==> src/rtl/timer_arbiter.sv <==
// timer_arbiter: one shared down-counter timer, lent round-robin to NREQ requesters.
// The winner's len is loaded at grant, counted down to 1, then a one-cycle done pulse
// is returned to the winner before the timer goes back to idle.
module timer_arbiter #(
  parameter int unsigned NREQ = 4,
  parameter int unsigned CW   = 8
) (
  input  logic               clk,
  input  logic               reset,
  input  logic [NREQ-1:0]    req,
  input  logic [NREQ*CW-1:0] len,
  output logic [NREQ-1:0]    grant,
  output logic               busy,
  output logic [NREQ-1:0]    done,
  output logic [CW-1:0]      cnt
);

  localparam int unsigned PW = (NREQ > 1) ? $clog2(NREQ) : 1;

  typedef enum logic [1:0] {
    StIdle,
    StCount,
    StDone
  } state_e;

  state_e          state_q;
  logic [PW-1:0]   ptr_q;
  logic [PW-1:0]   owner_q;

  logic            found;
  logic [PW-1:0]   win;
  logic [PW-1:0]   idx;
  logic [CW-1:0]   win_len;
  logic [PW-1:0]   owner_nxt;

  // Round-robin search: first set req bit starting at ptr_q, wrapping modulo NREQ.
  always_comb begin
    found = 1'b0;
    win   = '0;
    idx   = '0;
    for (int k = 0; k < NREQ; k++) begin
      idx = PW'((32'(ptr_q) + 32'(k)) % NREQ);
      if (!found && req[idx]) begin
        found = 1'b1;
        win   = idx;
      end
    end
  end

  // Winner's length, and the pointer value that follows the current owner.
  always_comb begin
    win_len   = len[win*CW +: CW];
    owner_nxt = (owner_q == PW'(NREQ - 1)) ? '0 : owner_q + PW'(1);
  end

  // Main FSM; every output is a flop updated here.
  always_ff @(posedge clk or posedge reset) begin
    if (reset) begin
      state_q <= StIdle;
      grant   <= '0;
      done    <= '0;
      busy    <= 1'b0;
      cnt     <= '0;
      ptr_q   <= '0;
      owner_q <= '0;
    end else begin
      unique case (state_q)
        StIdle: begin
          if (found) begin
            state_q <= StCount;
            busy    <= 1'b1;
            owner_q <= win;
            grant   <= NREQ'(1) << win;
            // A zero length still costs one count cycle.
            cnt     <= (win_len == '0) ? CW'(1) : win_len;
          end
        end
        StCount: begin
          // Abort has priority over completion on the same edge.
          if (!req[owner_q]) begin
            state_q <= StIdle;
            busy    <= 1'b0;
            grant   <= '0;
            cnt     <= '0;
            ptr_q   <= owner_nxt;
          end else if (cnt == CW'(1)) begin
            state_q <= StDone;
            cnt     <= '0;
            done    <= grant;
          end else begin
            cnt <= cnt - CW'(1);
          end
        end
        StDone: begin
          state_q <= StIdle;
          busy    <= 1'b0;
          grant   <= '0;
          done    <= '0;
          ptr_q   <= owner_nxt;
        end
        default: begin
          state_q <= StIdle;
          busy    <= 1'b0;
          grant   <= '0;
          done    <= '0;
          cnt     <= '0;
        end
      endcase
    end
  end

endmodule

==> config.mk <==
export PLATFORM = sky130hd
export DESIGN_NAME = timer_arbiter
export DESIGN_NICKNAME = d
export VERILOG_FILES = /design/src/rtl/timer_arbiter.sv
export SDC_FILE = /design/constraint.sdc
export NUM_CORES = 1
export LEC_CHECK = 0
export ABC_AREA = 0
export CAP_MARGIN = 20
export CORE_MARGIN = 3
export CORE_UTILIZATION = 39
export CTS_CLUSTER_SIZE = 24
export DETAILED_ROUTE_END_ITERATION = 10
export PLACE_DENSITY = 0.71
export SLEW_MARGIN = 10
export SYNTH_ARGS = -nofsm -noshare
export SYNTH_HDL_FRONTEND = slang
export SYNTH_SLANG_ARGS = --single-unit
export TNS_END_PERCENT = 20
==> constraint.sdc <==
create_clock -name clk -period 3.5 [get_ports clk]
set_clock_uncertainty 0.05 [all_clocks]
set_input_delay 0.525 -clock clk [delete_from_list [all_inputs] [get_ports clk]]
set_output_delay 0.525 -clock clk [all_outputs]
set_load 0.05 [all_outputs]
==> results of run 1 <==
## per-stage QoR
step,worst slack (ns),power (mW),cell area [um2]
finish,0.959,1.88,2150
global route,0.794,2.03,2150
CTS,0.959,1.90,2150
detailed placement,0.674,1.73,2100
global placement,0.776,1.70,2100
floorplan,1.25,1.41,1540
## logic make-up (layout without fill, tap and decap cells)
family	after synthesis	count (layout)	synth area share [%]
xor+xnor	3	3	1.70
compound gates	41	41	18.4
fa+ha+maj	3	3	2.44
simple gates	49	49	17.2
flops	23	23	37.3
mux	27	27	19.2
buf+inv	10	63	3.73
## placed cells by master (no fill, tap or decap), drive strengths merged, types with 2 or more instances in the layout
master and n:
a21oi 5, a22o 8, clkbuf 3, clkdlybuf4s50 54, dfrtp 23, ha 3, inv 5, mux2 10
mux2i 16, nand2 20, nand2b 4, nand3b 2, nor2 12, nor2b 2, nor4 2, o21ai 13
o22ai 4, o32ai 2, xnor2 2
## report_power, final
| part | leakage, nW | internal (mW) | switching (mW) |
|---|---|---|---|
| logic | 0.581 | 0.516 | 0.690 |
| registers | 0.295 | 0.377 | 0.139 |
| clock network | 0.0255 | 0.0793 | 0.0838 |
| total | 0.901 | 0.972 | 0.913 |
## layout make-up
type / instances / area, um2
clock buffer: 3 / 41.3
clock inverter: 1 / 5.00
fill: 332 / 1590
inverter: 5 / 18.8
multi-input combinational: 123 / 908
sequential: 23 / 576
tap: 48 / 60.1
timing repair buffer: 54 / 541
## layer usage
| metal | vias up | wire length, um |
|---|---|---|
| met1 | 667 | 1540 |
| met2 | 43 | 2020 |
| li1 | 684 | - |
| met4 | 0 | 38 |
| met5 | - | 0 |
| met3 | 4 | 210 |
## registers in the layout, summed over array words and instances (netlist names)
signal / cells
ptr_q: 2
grant: 4
done: 4
cnt: 8
state_q: 2
owner_q: 2
busy: 1
## critical path: stages
cell and delay, ns:
clkdlybuf4s50_1 0.56, and2b_1 0.19, a311oi_2 0.07, nor2_4 0.48, mux2i_1 0.15, mux2_2 0.30, o32ai_1 0.24, a22o_1 0.17
## path summary, 6_finish.rpt
| check | from | end | slack (ns) | depth (start not counted) |
|---|---|---|---|---|
| worst max-delay path | req[2] | cnt[3] | 0.96 | 8 |
| worst min-delay path | done[3] | done[3] | 0.45 | 2 |
| worst max register to register | cnt[3] | cnt[0] | 1.28 | 7 |
| worst min register to register | done[3] | done[3] | 0.45 | 2 |
| max in group asynchronous | reset | owner_q[0] | 2.17 | 2 |
| min in group asynchronous | reset | state_q[1] | 0.70 | 2 |
==> run summary, run 1 <==
The floorplan step defined a core boundary enclosing 0.00374 mm2. The wire length of the first global-routing pass is 6.40 mm. The static leakage is 0.901 nW. The count of buffers inserted at the top-level ports came out at 54.

After synthesis, the share of flip-flops with an asynchronous set or reset is 100%. The number of nets in the synthesized netlist is 197. The clock input transition at the sequential cells of the worst setup and hold paths is 0.08 ns. In this run the worst hold path is classified as reg2reg. The largest total area in the synthesized netlist belongs to dfrtp_1. After detailed routing, the number of vias per cell comes to 5.44. The fraction of final layout cells with drive strength greater than 1 is 9.57%. The area of the die is 0.00474 mm2. After technology mapping, the gate count stands at 156.

The highest-utilization routing layer at the global route stage is met2. The count of maximum capacitance violations came out at 0. Sorting the synthesized cells by area gives the leading types as dfrtp_1 (37%), mux2i_1 (10%), mux2_2 (6.6%). The utilization after layout is 57.4%.

The synthesized area divided by synthesized cell count is 9.88 um2. 0 antenna diodes ended up in the layout. The register bit count reported by yosys is 23. Among all flip-flop cells after synthesis, the most frequent one is dfrtp_1. The insertion delay of the later-clocked pin in the worst-skew pair came out at 0.26 ns. The global routing met1 resource utilization came out at 20.1%. After detailed routing, the average wire length per cell comes to 14.8 um. TritonCTS built the clock tree.

After detailed routing, the number of remaining DRC violations is 0. The highest ir drop seen on vdd came out at 0.521 mV. The number of CTS-inserted buffers is 3. The count of nets left with antenna violations once routing finished came out at 0. Setup violations remaining at the end of the flow were counted as 0. Timing would allow up to 394 MHz. Setup total negative slack on the finished layout was measured at 0 ns. CTS placed an instance of clkbuf_8 at the clock tree root. The effective utilization at floorplan is 41.2%. The critical-path maximum fanout came out at 19.

The number of enable flip-flop cells after synthesis came out at 0. Of the synthesized area, sequential elements account for 37.3%. The global routing met3 resource utilization came out at 4.54%. The power density over the cells is 877 mW/mm2. The number of levels in the clock H-tree is 1.

Entering global routing, the biggest net connects 24 pins. Synthesis instantiated 43 different standard cells from the library. The final instance count without filler cells is 257. The die is 68.9 um tall.

The pin slew with the least headroom to its limit came out at 0.870 ns. The number of sinks driven by the clock tree came out at 23. Across all hold checks on the routed design, the worst slack comes to 0.449 ns. The number of setup buffers added after CTS is 0. The aggregate global routing overflow is 0. The routed layout has 1398 vias. The critical path startpoint category is an input port. In the finished design, the share of the clock period the worst path needs comes to 72.6%.

Counting I/O delays and the setup requirement, the final critical path takes 2.54 ns. The critical path is of the in2reg type. The number of antenna violations at the first check in global routing came to 0. The number of buffers between clock root and the deepest sink came out at 2.

The cell area after technology mapping came out at 0.00154 mm2. The net count of the finished layout is 251. Measured along the x axis, the die boundary spans 68.9 um. Setup repair after global routing left no endpoint under its margin. The number of top-level pins came out at 55. The data arrival time of the critical path came out at 2.70 ns. The post-cts resize count is 0. Measured against its own limit, the worst slew margin works out to 42.0%. In this run the core area contains 22 standard-cell rows.

The wire length after detailed routing is 3.81 mm. The area share of the largest cell type after synthesis is 37.3%. The total number of yosys warnings is 0. The area growth from synthesis to final layout is 39.4%. STA classifies the critical path endpoint as a flip-flop. By count the netlist is led by dfrtp_1 (23), nand2_1 (20), mux2i_1 (16). The number of pins exceeding their max-slew limit in the final report came out at 0. At the worst endpoint, the required time is 3.65 ns.

The congestion estimate from routability-driven global placement came to 0.831. dfrtp_1 is the most common cell in the netlist. The final-report hold violation count came out at 0.

The overall global routing resource usage came out at 17.9%. The run finished with clean final reports. The post-placement cell count is 253. The hold buffer count at CTS is 0. The number of DRC markers in iteration 0 came out at 58. The met2 capacity usage during global routing is 34.2%. The half-perimeter wire length after detailed placement is 3.08 mm. The first-pass iteration count of the detailed router came out at 4. The number of global-route vias before repair is 1452.
Note: power is estimated with default switching activity, not from simulation.
==> run 2: changes to the inputs <==
--- a/config.mk
+++ b/config.mk
@@ -11,7 +11,7 @@
 export CORE_UTILIZATION = 39
 export CTS_CLUSTER_SIZE = 24
 export DETAILED_ROUTE_END_ITERATION = 10
-export PLACE_DENSITY = 0.71
+export PLACE_DENSITY = 0.74
 export SLEW_MARGIN = 10
 export SYNTH_ARGS = -nofsm -noshare
 export SYNTH_HDL_FRONTEND = slang
==> constraint.sdc (replaced) <==
create_clock -name clk -period 2.1 [get_ports clk]
set_clock_uncertainty 0.05 [all_clocks]
set_input_delay 0.315 -clock clk [delete_from_list [all_inputs] [get_ports clk]]
set_output_delay 0.315 -clock clk [all_outputs]
set_load 0.05 [all_outputs]
==> run summary, run 2 (synthesis gave the netlist of run 1 again) <==
The run finished, with violations left. The checks that failed: negative setup slack. At the end of the flow the core is filled with cells to 63.5%.

The height of the die is 68.9 um. Data on the critical path arrives at its endpoint at 2.22 ns. The floorplan die width came out at 68.9 um.

Setup repair after global routing could not meet its margin everywhere. In this run the critical register-to-register path is launched from cnt[3]. The most common library cell in the layout ignoring fill and taps is clkdlybuf4s50_1.

The insertion delay of the later-clocked pin in the worst-skew pair is 0.27 ns. The pin slew with the least headroom to its limit came out at 0.507 ns. The post-layout worst setup margin came out at -0.00242 ns. The effective utilization at floorplan came out at 41.2%. Dividing the detail-routed via count by the number of cells gives 5.48. The routed length per instance came out at 15.9 um. The count of buffers inserted at the top-level ports came out at 54. The clock period minus final worst setup slack is 2.10 ns. After clock tree synthesis, the clock-pin slew on the worst setup and hold paths is 0.09 ns. TritonCTS built the clock tree. The tree is rooted in a clkbuf_8. Relative to the synthesized area, the layout overhead comes to 54.3%.

The repair_antennas step left the layout with diodes totalling 0. The highest ir drop seen on vdd came out at 0.797 mV. The most critical setup path has its endpoint at cnt[0].

The first-pass iteration count of the detailed router is 4. The first routing iteration left 61 violations. The static leakage came out at 1.05 nW. Measured in cells, the most critical reg-to-reg path has a length of 7. The number of sinks driven by the clock tree came out at 23. The most critical setup path has its startpoint at cnt[3]. The overall global routing resource usage is 19.4%. Along the worst path, the maximum fanout reaches 6. The number of CTS-inserted buffers is 3.

The top cell types in the final layout, fill and taps aside, are clkdlybuf4s50_1 (51), nand2_1 (20), dfrtp_1 (20), buf_4 (20), mux2i_1 (16). Once detailed placement completed, the half-perimeter wirelength came to 3.25 mm. In this run the critical register-to-register path is captured at cnt[0]. The count of maximum capacitance violations is 0. The number of vias after detailed routing is 1530.

Setup slack on the worst reg-to-reg path comes out at -0.002 ns. The weighted congestion at the end of routability-driven global placement came out at 0.865. The number of flip-flops in the largest register is 8. The fraction of final layout cells with drive strength greater than 1 came out at 22.1%. The final-report hold violation count came out at 0. The number of antenna violations at the first check in global routing came to 0.

The wire length after detailed routing is 4.43 mm. Setup violations remaining at the end of the flow were counted as 1. Static timing analysis puts the maximum clock frequency at 476 MHz. The aggregate global routing overflow is 0. After routing, the total negative slack on setup checks comes to -0.00242 ns. The DRC violation count after routing is 0. By startpoint and endpoint, the worst setup path is classified as reg2reg.

The fraction of the cycle the final worst path needs is 100%. STA classifies the critical path startpoint as a flip-flop. The register with the most flip-flops in the final layout is cnt.

The power density over the cells came out at 1470 mW/mm2. Entering global routing, the biggest net connects 24 pins. After filler insertion, the fill cell instance count of the layout stands at 330. The largest registers in the layout are cnt (8), done (4), grant (4). The clock passes through at most 2 buffers. At the end of the flow, the number of nets in the layout was 273.

The required time of the worst setup path came out at 2.22 ns. In this run the number of H-tree levels came out at 1. The floorplan step defined a die boundary enclosing 0.00474 mm2. The number of global-route vias before repair was 1517.

The kind of end point of the critical path is a flip-flop. 55 I/O pins were placed. The number of pins exceeding their max-slew limit in the final report came out at 0. The total number of placement rows is 22. The tightest slew margin relative to the limit is 66.2%.

The post-route worst hold slack came out at 0.326 ns. The tightest min-delay check is of the in2async type. The post-detailed-route count of antenna-violating nets came out at 0. The core region is 0.00374 mm2. The overall power consumption is 3.50 mW. The wire length of the first global-routing pass is 6.82 mm.
-- run 2: changes by cell type in the layout (fill, tap and decap cells not counted), sizes merged --
cell,change
nand3b,+1
dlymetal6s2s,+2
dlygate4sd2,+1
buf,+21
clkdlybuf4s50,-3
-- run 2: metal layers --
metal  part of all wire [%]  vias up  global-route usage [%]
met5                      0        -                       0
met4                    1.6        0                    7.79
met3                    5.8        8                    3.73
met2                     53       65                    34.3
met1                     40      728                    22.9
li1                       -      729                       -
-- run 2: area by class of cell --
cell class	instances	area (um2)	share of cell area, %
Clock inverter	1	5.00	0.210
Timing Repair Buffer	75	706	29.7
Sequential cell	23	579	24.4
Inverter	5	18.8	0.789
Multi-Input combinational cell	124	968	40.7
Tap cell	48	60.1	2.52
Clock buffer	3	41.3	1.74
-- run 2: metrics by stage --
step	cells	setup slack, ns	cell area, um2
floorplan	156	0.00289	1550
finish	279	-0.00242	2380
CTS	277	0.00354	2310
global placement	270	-0.262	2240
global route	279	-0.0758	2380
detailed placement	270	-0.379	2240
-- run 2: critical path: stages (launching register included) --
cell      delay, ns
dfrtp_2        0.41
or4_4          0.58
nor4b_4        0.34
nand3b_4       0.25
nor2_4         0.06
nor2_2         0.12
nand4b_1       0.13
o21ai_1        0.06
-- run 2: how the worst min path moves through the flow --
stage / startpoint / end / cells past startpoint
floorplan: reset / busy / 1
global placement: busy / busy / 2
detailed placement: done[2] / done[2] / 2
CTS: reset / cnt[1] / 3
global route: reset / cnt[1] / 3
finish: reset / cnt[1] / 3
-- run 2: where the power goes --
part / total, mW / internal (mW) / switching, mW
combinational: 2.40 / 1.06 / 1.34
sequential: 0.815 / 0.633 / 0.182
clock: 0.285 / 0.133 / 0.152
total: 3.50 / 1.83 / 1.67
-- run 2: timing repair --
action | 4_1_cts | 5_1_grt
setup endpoints to repair | 4 | 9
gates cloned | 0 | 1
pin swaps | 2 | 6
gates resized for setup | 2 | 11
hold buffers | 0 | 0
buffers inserted | 3 | 1
